<file path="config.mk">
export PLATFORM = sky130hd
export DESIGN_NAME = clique_collector_flat
export DESIGN_NICKNAME = d
export VERILOG_FILES = /design/src/rtl/clique_collector_if.sv /design/src/rtl/clique_collector.sv /design/src/flat_wrapper.sv
export SDC_FILE = /design/constraint.sdc
export NUM_CORES = 1
export LEC_CHECK = 0
export CAP_MARGIN = 20
export CORE_ASPECT_RATIO = 0.6
export CORE_MARGIN = 5
export CORE_UTILIZATION = 60
export DETAILED_ROUTE_END_ITERATION = 8
export GPL_TIMING_DRIVEN = 1
export PLACE_DENSITY = 0.81
export SKIP_CTS_REPAIR_TIMING = 1
export SLEW_MARGIN = 40
export SYNTH_ARGS = -nofsm -noshare
export SYNTH_HDL_FRONTEND = slang
export SYNTH_SLANG_ARGS = --single-unit
export TNS_END_PERCENT = 5
</file>
<file path="constraint.sdc">
create_clock -name i_clk -period 4.28 [get_ports i_clk]
set_input_delay 0.642 -clock i_clk [delete_from_list [all_inputs] [get_ports i_clk]]
set_output_delay 0.642 -clock i_clk [all_outputs]
set_load 0.005 [all_outputs]
</file>
<file path="src/rtl/clique_collector_if.sv">
// ============================================================================
//  Module   : clique_collector_if
//  Purpose  : Clique result stream (valid / size / vertex) from the search core.
//  Revision : 1.0
// ============================================================================
`default_nettype none

interface clique_collector_if #(
    parameter int VW = 10,
    parameter int SW = 5
);
    logic          clq_valid;
    logic [SW-1:0] clq_size;
    logic [VW-1:0] clq_v;

    modport master (output clq_valid, clq_size, clq_v);
    modport slave  (input  clq_valid, clq_size, clq_v);
endinterface

`default_nettype wire

</file>
<file path="src/rtl/clique_collector.sv">
// ============================================================================
//  Module   : clique_collector
//  Purpose  : Tracks the maximum clique size, counts cliques of that size and
//             buffers their vertex lists for random-access readout.
//  Revision : 1.0
// ============================================================================
`default_nettype none

module clique_collector #(
    parameter int VW    = 10,
    parameter int SW    = 5,
    parameter int DEPTH = 128,
    parameter int AW    = $clog2(DEPTH)
) (
    input  logic              i_clk,
    input  logic              i_reset_n,
    input  logic              i_start,
    input  logic [SW-1:0]     i_init_maxsize,
    clique_collector_if.slave clq,
    output logic [SW-1:0]     o_maxsize,
    output logic [31:0]       o_n_cliques,
    output logic [AW:0]       o_n_vertices,
    output logic [15:0]       o_dropped,
    output logic              o_overflow,
    output logic              o_len_err,
    output logic              o_busy,
    input  logic [AW-1:0]     i_rd_addr,
    output logic [VW-1:0]     o_rd_data
);

    typedef enum logic [1:0] {
        S_IDLE   = 2'd0,
        S_ACTIVE = 2'd1,
        S_DROP   = 2'd2
    } state_t;

    localparam logic [AW:0] c_depth = DEPTH[AW:0];

    state_t          r_state;
    state_t          w_state_next;

    logic [SW-1:0]   r_maxsize;
    logic [31:0]     r_n_cliques;
    logic [AW:0]     r_n_vertices;
    logic [15:0]     r_dropped;
    logic            r_overflow;
    logic            r_len_err;
    logic [SW-1:0]   r_burst_size;
    logic [SW:0]     r_beat_cnt;
    logic [VW-1:0]   r_rd_data;
    logic [VW-1:0]   r_mem [DEPTH];

    logic            w_valid;
    logic            w_full;
    logic            w_restart;
    logic            w_join;
    logic            w_drop;
    logic            w_extend;
    logic            w_close;
    logic            w_append;
    logic            w_wr_en;
    logic [AW-1:0]   w_wr_addr;

    assign w_valid = clq.clq_valid;
    assign w_full  = (r_n_vertices == c_depth);

    always_ff @(posedge i_clk or negedge i_reset_n) begin
        if (!i_reset_n) begin
            r_state <= S_IDLE;
        end else begin
            r_state <= w_state_next;
        end
    end

    always_comb begin
        w_state_next = r_state;
        w_restart    = 1'b0;
        w_join       = 1'b0;
        w_drop       = 1'b0;
        w_extend     = 1'b0;
        w_close      = 1'b0;
        if (i_start) begin
            // A beat coinciding with start is discarded along with its burst
            w_state_next = w_valid ? S_DROP : S_IDLE;
        end else begin
            case (r_state)
                S_IDLE: begin
                    if (w_valid) begin
                        if (clq.clq_size > r_maxsize) begin
                            w_restart    = 1'b1;
                            w_state_next = S_ACTIVE;
                        end else if (clq.clq_size == r_maxsize) begin
                            w_join       = 1'b1;
                            w_state_next = S_ACTIVE;
                        end else begin
                            w_drop       = 1'b1;
                            w_state_next = S_DROP;
                        end
                    end
                end
                S_ACTIVE: begin
                    if (w_valid) begin
                        w_extend = 1'b1;
                    end else begin
                        w_close      = 1'b1;
                        w_state_next = S_IDLE;
                    end
                end
                S_DROP: begin
                    if (!w_valid) begin
                        w_state_next = S_IDLE;
                    end
                end
                default: begin
                    w_state_next = S_IDLE;
                end
            endcase
        end
    end

    // A restart always lands at address 0, so it can never hit the full condition
    assign w_append  = w_join | w_extend;
    assign w_wr_en   = i_reset_n & (w_restart | (w_append & ~w_full));
    assign w_wr_addr = w_restart ? '0 : r_n_vertices[AW-1:0];

    always_ff @(posedge i_clk or negedge i_reset_n) begin
        if (!i_reset_n) begin
            r_maxsize    <= '0;
            r_n_cliques  <= '0;
            r_n_vertices <= '0;
            r_dropped    <= '0;
            r_overflow   <= 1'b0;
            r_len_err    <= 1'b0;
            r_burst_size <= '0;
            r_beat_cnt   <= '0;
        end else if (i_start) begin
            r_maxsize    <= i_init_maxsize;
            r_n_cliques  <= '0;
            r_n_vertices <= '0;
            r_dropped    <= '0;
            r_overflow   <= 1'b0;
            r_len_err    <= 1'b0;
            r_burst_size <= '0;
            r_beat_cnt   <= '0;
        end else begin
            if (w_restart) begin
                r_maxsize    <= clq.clq_size;
                r_n_cliques  <= 32'd1;
                r_n_vertices <= {{AW{1'b0}}, 1'b1};
                r_burst_size <= clq.clq_size;
                r_beat_cnt   <= {{SW{1'b0}}, 1'b1};
            end
            if (w_join) begin
                r_n_cliques  <= r_n_cliques + 32'd1;
                r_burst_size <= clq.clq_size;
                r_beat_cnt   <= {{SW{1'b0}}, 1'b1};
            end
            if (w_append) begin
                if (w_full) begin
                    r_overflow <= 1'b1;
                end else begin
                    r_n_vertices <= r_n_vertices + 1'b1;
                end
            end
            if (w_extend && (r_beat_cnt != '1)) begin
                r_beat_cnt <= r_beat_cnt + 1'b1;
            end
            if (w_drop && (r_dropped != 16'hFFFF)) begin
                r_dropped <= r_dropped + 16'd1;
            end
            if (w_close && (r_beat_cnt != {1'b0, r_burst_size})) begin
                r_len_err <= 1'b1;
            end
        end
    end

    // Storage is deliberately not reset so it maps onto block RAM
    always_ff @(posedge i_clk) begin
        if (w_wr_en) begin
            r_mem[w_wr_addr] <= clq.clq_v;
        end
    end

    always_ff @(posedge i_clk or negedge i_reset_n) begin
        if (!i_reset_n) begin
            r_rd_data <= '0;
        end else begin
            r_rd_data <= r_mem[i_rd_addr];
        end
    end

    assign o_maxsize    = r_maxsize;
    assign o_n_cliques  = r_n_cliques;
    assign o_n_vertices = r_n_vertices;
    assign o_dropped    = r_dropped;
    assign o_overflow   = r_overflow;
    assign o_len_err    = r_len_err;
    assign o_busy       = (r_state != S_IDLE);
    assign o_rd_data    = r_rd_data;

endmodule

`default_nettype wire

</file>
<file path="src/flat_wrapper.sv">
// flat-port wrapper written by rule: the top's interface ports become plain ports
module clique_collector_flat 
#(
    parameter int VW    = 10,
    parameter int SW    = 5,
    parameter int DEPTH = 128,
    parameter int AW    = $clog2(DEPTH)
)
  (i_clk, i_reset_n, i_start, i_init_maxsize, o_maxsize, o_n_cliques, o_n_vertices, o_dropped, o_overflow, o_len_err, o_busy, i_rd_addr, o_rd_data, clq_clq_valid, clq_clq_size, clq_clq_v);
  clique_collector_if #(.VW(VW), .SW(SW)) clq_i ();
  input  logic i_clk;
  input  logic i_reset_n;
  input  logic i_start;
  input  logic [SW-1:0] i_init_maxsize;
  output logic [SW-1:0] o_maxsize;
  output logic [31:0] o_n_cliques;
  output logic [AW:0] o_n_vertices;
  output logic [15:0] o_dropped;
  output logic o_overflow;
  output logic o_len_err;
  output logic o_busy;
  input  logic [AW-1:0] i_rd_addr;
  output logic [VW-1:0] o_rd_data;
  input wire logic [$bits(clq_i.clq_valid)-1:0] clq_clq_valid;
  input wire logic [$bits(clq_i.clq_size)-1:0] clq_clq_size;
  input wire logic [$bits(clq_i.clq_v)-1:0] clq_clq_v;
  assign clq_i.clq_valid = clq_clq_valid;
  assign clq_i.clq_size = clq_clq_size;
  assign clq_i.clq_v = clq_clq_v;
  clique_collector #(.VW(VW), .SW(SW), .DEPTH(DEPTH), .AW(AW)) u_core (.i_clk(i_clk), .i_reset_n(i_reset_n), .i_start(i_start), .i_init_maxsize(i_init_maxsize), .clq(clq_i), .o_maxsize(o_maxsize), .o_n_cliques(o_n_cliques), .o_n_vertices(o_n_vertices), .o_dropped(o_dropped), .o_overflow(o_overflow), .o_len_err(o_len_err), .o_busy(o_busy), .i_rd_addr(i_rd_addr), .o_rd_data(o_rd_data));
endmodule
</file>
==> impl_metrics.csv, run 1 <==
group,metric,value,unit
timing,slew_violations,0,
logic_synthesis,synthDistinctLibCells,57,
logic_synthesis,ys_warn_count,0,
route,wl_met1,56600,um
route,routed_wl,145000,um
route,top_layer,"met5",
timing,fin_skew,0.0267,ns
logic_synthesis,syn_inst,3448,
timing,max_freq,276,MHz
logic_synthesis,yosys.area.top_type,"edfxtp_1",
setup_path,crit_required,4.70,ns
cts,path_clk_slew,0.07,ns
place,place_inst,4798,
floorplan,io_pins,105,
cts,htreeDepth,3,
logic_synthesis,yosysSeqAreaShare,0.740,
layout,fill_cells,5677,
global_route,grt_pass1_vias,31700,
cts,cts.sinks,1366,
pwr,ir_drop,430,uV
cts,cts_max_path_buffers,3,
setup_path,r2r_cells,10,
timing,worst_pin_slew,0.962,ns
setup_path,crit_path_start_kind,"input pin",
logic_synthesis,synthArstFlopShare,0.0630,
timing,finalHoldViolCount,0,
setup_path,r2r_end,"u_core.r_mem[43][1]$_DFFE_PP_",
cts,cts_made_buffers,113,
layout,drive_above_1_share,0.152,
cts,cts_tree,"built",
route,vias,33200,
outcome,status,"finished clean",
route,post-route-drc-count,0,
timing,setup_tns,0,ns
layout,multi_input_comb_area,13500,um^2
route,wl_met2,63500,um
floorplan,die_w,400,um
setup_path,cp_max_fo,8,
place,portBuffers,104,
place,gp_congestion,0.903,
pwr,power_leakage,21.3,nW
setup_path,rrSetupSlack,0.68,ns
pwr,p_per_area,425,nW/um^2
setup_path,worst-setup-path-type,"in -> reg",
global_route,overflow,0,
setup_path,endpoint_kind,"flop",
job,max_cap_violations,0,
timing,period_needed,3.62,ns
layout,nets,3739,
setup_path,arrival,4.04,ns
route,wl_met3,20400,um
logic_synthesis,syn_area_per_cell,15.9,um^2
route,first_pass_iters,5,
logic_synthesis,yosysTopAreaCellShare,0.701,
layout,area_growth,13.7,%
logic_synthesis,synth_edf_count,1280,
floorplan,core.rowCount,85,
floorplan,die_y,244,um
timing,period_share,0.846,
logic_synthesis,syn-num-nets,3491,
cts,clk-insertion-delay-late,0.72,ns
route,routedWlPerCell,28.9,um
layout,fin_cells,5016,
timing,slew-limit-headroom,0.359,
timing,setup_viol,0,
logic_synthesis,synth_ff_type,"edfxtp_1",
logic_synthesis,synthesis.area,54800,um^2
setup_path,r2r_start,"u_core.o_maxsize[1]$_DFFE_PN0P_",
route,vias_per_cell,6.61,
route,detail-route-antenna-nets,0,
floorplan,die-area,97800,um^2
global_route,grt_start_max_net_pins,96,
logic_synthesis,ys_ff_latch,1366,
pwr,p_total,26.5,mW
global_route,grt_pass1_wl,211000,um
layout,regArea,40600,um^2
logic_synthesis,ys_top_cells_by_area,"edfxtp_1, mux2i_1, dfrtp_1",
route,drt_iter0_markers,5150,
floorplan,initial_core_util,0.608,
place,dp_hpwl,90000,um
timing,rsz0062_at_grt,"false",
cts,clockRootBuffer,"clkbuf_16",
global_route,antenna_found_initial,9,
global_route,track_usage,0.291,
floorplan,core,90200,um^2
min_path,hold_class,"in -> async",
[layout by cell type (no fill, tap or decap), drive strengths merged, types with 11 or more instances in the layout]
| master | Yosys | final |
|---|---|---|
| mux2 | 88 | 88 |
| edfxtp | 1280 | 1280 |
| clkbuf | 107 | 137 |
| mux2i | 437 | 437 |
| inv | 14 | 19 |
| a21oi | 70 | 70 |
| nor2 | 229 | 229 |
| clkinv | 0 | 57 |
| nor2b | 120 | 120 |
| a31oi | 14 | 14 |
| nand2 | 140 | 140 |
| nand4 | 22 | 22 |
| a22oi | 156 | 156 |
| bufinv | 0 | 12 |
| o22ai | 47 | 47 |
| a211oi | 163 | 163 |
| dfrtp | 86 | 86 |
| nor3 | 53 | 53 |
| nor4 | 11 | 11 |
| xnor2 | 13 | 13 |
| nand3 | 119 | 119 |
| nand2b | 13 | 13 |
| o21ai | 67 | 67 |
| and3 | 23 | 23 |
| ha | 12 | 12 |
| clkdlybuf4s50 | 0 | 92 |
| buf | 90 | 237 |
[cells in the mapped netlist, types with 4 or more instances]
library cell,instances
dfrtp_1,86
a21oi_1,70
a211oi_2,37
nand2_1,140
nor2b_1,120
and3_1,23
nand2b_1,13
and2_1,6
o21ai_0,64
a22o_1,4
or4_1,10
edfxtp_1,1280
a211oi_1,126
xnor2_1,13
nand3_1,119
nand4_1,22
xor2_1,8
nor4_1,8
buf_1,14
o31ai_1,6
mux2_2,88
ha_1,12
or3_1,4
buf_2,68
inv_1,14
o22ai_1,47
a31oi_1,14
nor3_1,53
a22oi_1,156
a21o_1,4
mux2i_1,437
nor2_1,229
buf_6,7
clkbuf_1,107
[cell type report]
type                    instances  area share
multi-input cells            1871       0.217
inverters                      14    0.000842
flip-flops and latches       1366       0.651
clock buffers                 137      0.0476
repair buffers                330      0.0477
well taps                    1218      0.0244
diodes                          3    0.000120
clock inverters                77      0.0118
[worst max-delay path, cell delays in order]
cell             delay, ns
clkdlybuf4s50_1       0.46
ha_1                  0.36
nor2b_1               0.15
o21ai_1               0.31
a21oi_1               0.20
buf_4                 0.21
nor3b_1               0.64
nand2_1               0.44
nor2_1                0.38
buf_4                 0.24
[cell families (layout without fill, tap and decap cells)]
kind of cell               after synthesis  after routing  synth area share
AOI/OAI and AO/OA                      541            541            0.0700
xor gates and xnor gates                21             21           0.00335
adders and majority gates               12             12           0.00274
buffers and inverters                  211            558            0.0170
DFF                                   1366           1366             0.740
muxes                                  525            525            0.0978
other                                    0              3                 0
and+or+nand+nor                        772            772            0.0690
[stage by stage]
| stage | hold WS (ns) | setup WS [ns] | instance area [um^2] | util |
|---|---|---|---|---|
| after floorplan | 0.346 | 0.764 | 54800 | - |
| after global placement | 0.481 | -0.0185 | 58500 | 0.649 |
| after detailed placement | 0.489 | 0.0139 | 58600 | 0.650 |
| after CTS | -0.200 | 0.797 | 62300 | 0.691 |
| after global routing | 0.393 | 0.489 | 62400 | 0.692 |
| final | 0.397 | 0.660 | 62400 | 0.692 |
[flip-flops by register name, summed over array words and instances, names as in the netlist]
| name | flops |
|---|---|
| u_core.o_rd_data | 10 |
| u_core.o_n_cliques | 32 |
| u_core.o_maxsize | 5 |
| u_core.o_len_err | 1 |
| u_core.r_state | 2 |
| u_core.r_mem | 1280 |
| u_core.r_burst_size | 5 |
| u_core.o_overflow | 1 |
| u_core.o_n_vertices | 8 |
| u_core.o_dropped | 16 |
| u_core.r_beat_cnt | 6 |
[metal layers]
layer,global-route usage,vias up
met1,0.427,16400
met3,0.0891,292
met2,0.425,2469
li1,-,13900
met5,0,-
met4,0.0873,10
[power breakdown]
| group | internal, mW | switching (mW) |
|---|---|---|
| Clock | 5.69 | 4.73 |
| Sequential | 14.6 | 0.0566 |
| Combinational | 0.448 | 0.937 |
| Total | 20.8 | 5.72 |
[worst max path at each step]
stage               cells past startpoint                       endpoint  slack [ns]                             from
finish                                 10  u_core.r_mem[43][1]$_DFFE_PP_        0.66                  clq_clq_size[1]
global route                           10  u_core.r_mem[32][7]$_DFFE_PP_        0.49  u_core.o_maxsize[1]$_DFFE_PN0P_
CTS                                    10  u_core.r_mem[43][1]$_DFFE_PP_        0.80  u_core.o_maxsize[1]$_DFFE_PN0P_
detailed placement                     10  u_core.r_mem[43][0]$_DFFE_PP_        0.01                  clq_clq_size[1]
global placement                        9  u_core.r_mem[13][8]$_DFFE_PP_       -0.02                  clq_clq_size[1]
floorplan                               7  u_core.r_mem[84][0]$_DFFE_PP_        0.76                  clq_clq_size[3]
(Power assumes the default switching activity.)
==> run 2: changes to the inputs <==
==> constraint.sdc (replaced) <==
create_clock -name i_clk -period 3.7 [get_ports i_clk]
set_input_delay 0.555 -clock i_clk [delete_from_list [all_inputs] [get_ports i_clk]]
set_output_delay 0.555 -clock i_clk [all_outputs]
set_load 0.005 [all_outputs]
==> run 2 against run 1 <==
  * Non-clock buffer count increased by 67
  * Wire length decreased by 1.1%
  * Flip-flop and latch count unchanged
  * Register-to-register slack got worse by 0.24 ns
  * Critical path depth unchanged
  * Combinational power increased by 23%
  * Clock skew increased by 0.0071 ns
  * Count of clock-buffer cells in the layout increased by 19
  * Clock power increased by 13%
  * Largest cell class unchanged
  * Highest routed layer unchanged
==> impl_metrics.csv, run 2 (synthesis gave the netlist of run 1 again) <==
group,metric,value,unit
floorplan,initial_core_util,0.608,
route,vias_per_cell,6.54,
cts,cts_max_path_buffers,3,
floorplan,io_pins,105,
setup_path,path_cells,"inv_1, ha_1, a21o_1, a21oi_1, buf_4, a21o_1, and3_1, nand3_1, nor2_1, buf_4",
setup_path,rrSetupSlack,0.44,ns
setup_path,cpPeakStageDelay,0.43,ns
global_route,overflow,0,
route,post-route-drc-count,0,
cts,clk-insertion-delay-late,0.72,ns
global_route,grt_pass1_vias,31900,
timing,setup_viol,0,
layout,drive_above_1_share,0.164,
route,routedWlPerCell,28.2,um
cts,cts.sinks,1366,
timing,finalHoldViolCount,0,
setup_path,r2r_cells,10,
floorplan,core.rowCount,85,
floorplan,die-area,97800,um^2
setup_path,crit_required,4.09,ns
place,gp_congestion,0.907,
timing,setup_slack,0.444,ns
setup_path,r2r_end,"u_core.r_mem[82][2]$_DFFE_PP_",
timing,worst_pin_slew,0.866,ns
setup_path,cp_max_fo,10,
timing,max_freq,307,MHz
layout,mostFrequentLayoutCell,"edfxtp_1",
floorplan,die_y,244,um
place,dp_hpwl,90000,um
setup_path,crit_family,"simple AND/OR/NAND/NOR gates",
layout,largest_reg_flops,1280,
route,vias,33200,
cts,path_clk_slew,0.07,ns
layout,layout_common_cells,"edfxtp_1, mux2i_1, buf_4",
layout,regMostFlops,"u_core.r_mem",
outcome,status,"finished clean",
timing,period_share,0.880,
place,portBuffers,104,
cts,clockRootBuffer,"clkbuf_16",
floorplan,die_w,400,um
setup_path,arrival,3.65,ns
setup_path,r2r_start,"u_core.o_maxsize[3]$_DFFE_PN0P_",
cts,htreeDepth,3,
min_path,hold_end,"u_core.r_mem[41][4]$_DFFE_PP_",
layout,regArea,40600,um^2
setup_path,crit_slowest_cell,"a21o_1",
pwr,p_total,30.4,mW
setup_path,path_buf_inv,3,
layout,multi_input_comb_area,13500,um^2
route,routed_wl,143000,um
pwr,ir_drop,508,uV
route,first_pass_iters,6,
timing,period_needed,3.26,ns
setup_path,crit_path_start_kind,"flop",
min_path,hold_class,"in -> reg",
min_path,min-delay-start,"clq_clq_v[4]",
pwr,power_leakage,21.7,nW
floorplan,core,90200,um^2
global_route,grt_pass1_wl,211000,um
timing,slew-limit-headroom,0.418,
layout,area_growth,15.0,%
route,drt_iter0_markers,4791,
place,dp_slack,-0.0984,ns
global_route,grt_start_max_net_pins,79,
pwr,p_per_area,482,nW/um^2
route,detail-route-antenna-nets,0,
timing,setup_tns,0,ns
cts,cts_made_buffers,111,
layout,nets,3804,
timing,fin_skew,0.0338,ns
layout,fill_cells,5649,
job,max_cap_violations,0,
cts,cts_tree,"built",
setup_path,worst-setup-path-type,"reg -> reg",
timing,rsz0062_at_grt,"false",
timing,slew_violations,0,
setup_path,endpoint_kind,"flop",
min_path,hold-path-cell-count,1,
global_route,track_usage,0.289,
timing,holdWs,0.317,ns
global_route,antenna_found_initial,5,
## run 2: cell count changes in the layout (fill, tap and decap cells not counted), moves of 10 or more
cell and change:
clkbuf_1 +12, nor2_1 -10, buf_12 +32, clkinv_2 -11, nor2_2 +10, buf_4 +39
## run 2: layout make-up
class / count / area share
Antenna cell: 2 / 0.0000793
Clock buffer: 156 / 0.0497
Clock inverter: 52 / 0.00676
Inverter: 14 / 0.000833
Multi-Input combinational cell: 1871 / 0.214
Sequential cell: 1366 / 0.643
Tap cell: 1218 / 0.0242
Timing Repair Buffer: 397 / 0.0612
## run 2: worst max-delay path by stage
stage | startpoint | to | slack, ns | depth (start not counted)
final | u_core.o_maxsize[3]$_DFFE_PN0P_ | u_core.r_mem[82][2]$_DFFE_PP_ | 0.44 | 10
after global routing | u_core.o_maxsize[3]$_DFFE_PN0P_ | u_core.r_mem[105][9]$_DFFE_PP_ | 0.33 | 11
after CTS | u_core.o_maxsize[3]$_DFFE_PN0P_ | u_core.r_mem[62][9]$_DFFE_PP_ | 0.48 | 10
after detailed placement | clq_clq_size[3] | u_core.r_mem[62][4]$_DFFE_PP_ | -0.1 | 10
after global placement | clq_clq_size[3] | u_core.r_mem[60][5]$_DFFE_PP_ | -0.14 | 10
after floorplan | clq_clq_size[3] | u_core.r_mem[84][0]$_DFFE_PP_ | 0.27 | 7
## run 2: metal layers
layer | track usage | routed length, um
met3 | 0.0853 | 19500
met5 | 0 | 13
met1 | 0.432 | 57300
met2 | 0.420 | 62200
met4 | 0.0784 | 4380
## run 2: report_power, final
part / switching (mW) / leakage (nW) / internal [mW]
clock network: 5.36 / 1.75 / 6.39
registers: 0.0499 / 12.7 / 16.9
logic: 1.11 / 7.29 / 0.592
## run 2: worst reg2reg max path: cells and delay by family, from the launching register on
| family | cells | cell delay, ns |
|---|---|---|
| and+or+nand+nor | 3 | 0.98 |
| DFF | 1 | 0.36 |
| buffers and inverters | 3 | 0.44 |
| adders and majority gates | 1 | 0.30 |
| AOI/OAI and AO/OA | 3 | 0.84 |
## run 2: through the flow
step,instance area (um^2),cells,utilization
after floorplan,54800,3448,-
after global placement,59400,4864,0.659
after detailed placement,59400,4864,0.659
after CTS,63000,5072,0.699
after global routing,63100,5074,0.700
final,63100,5076,0.700
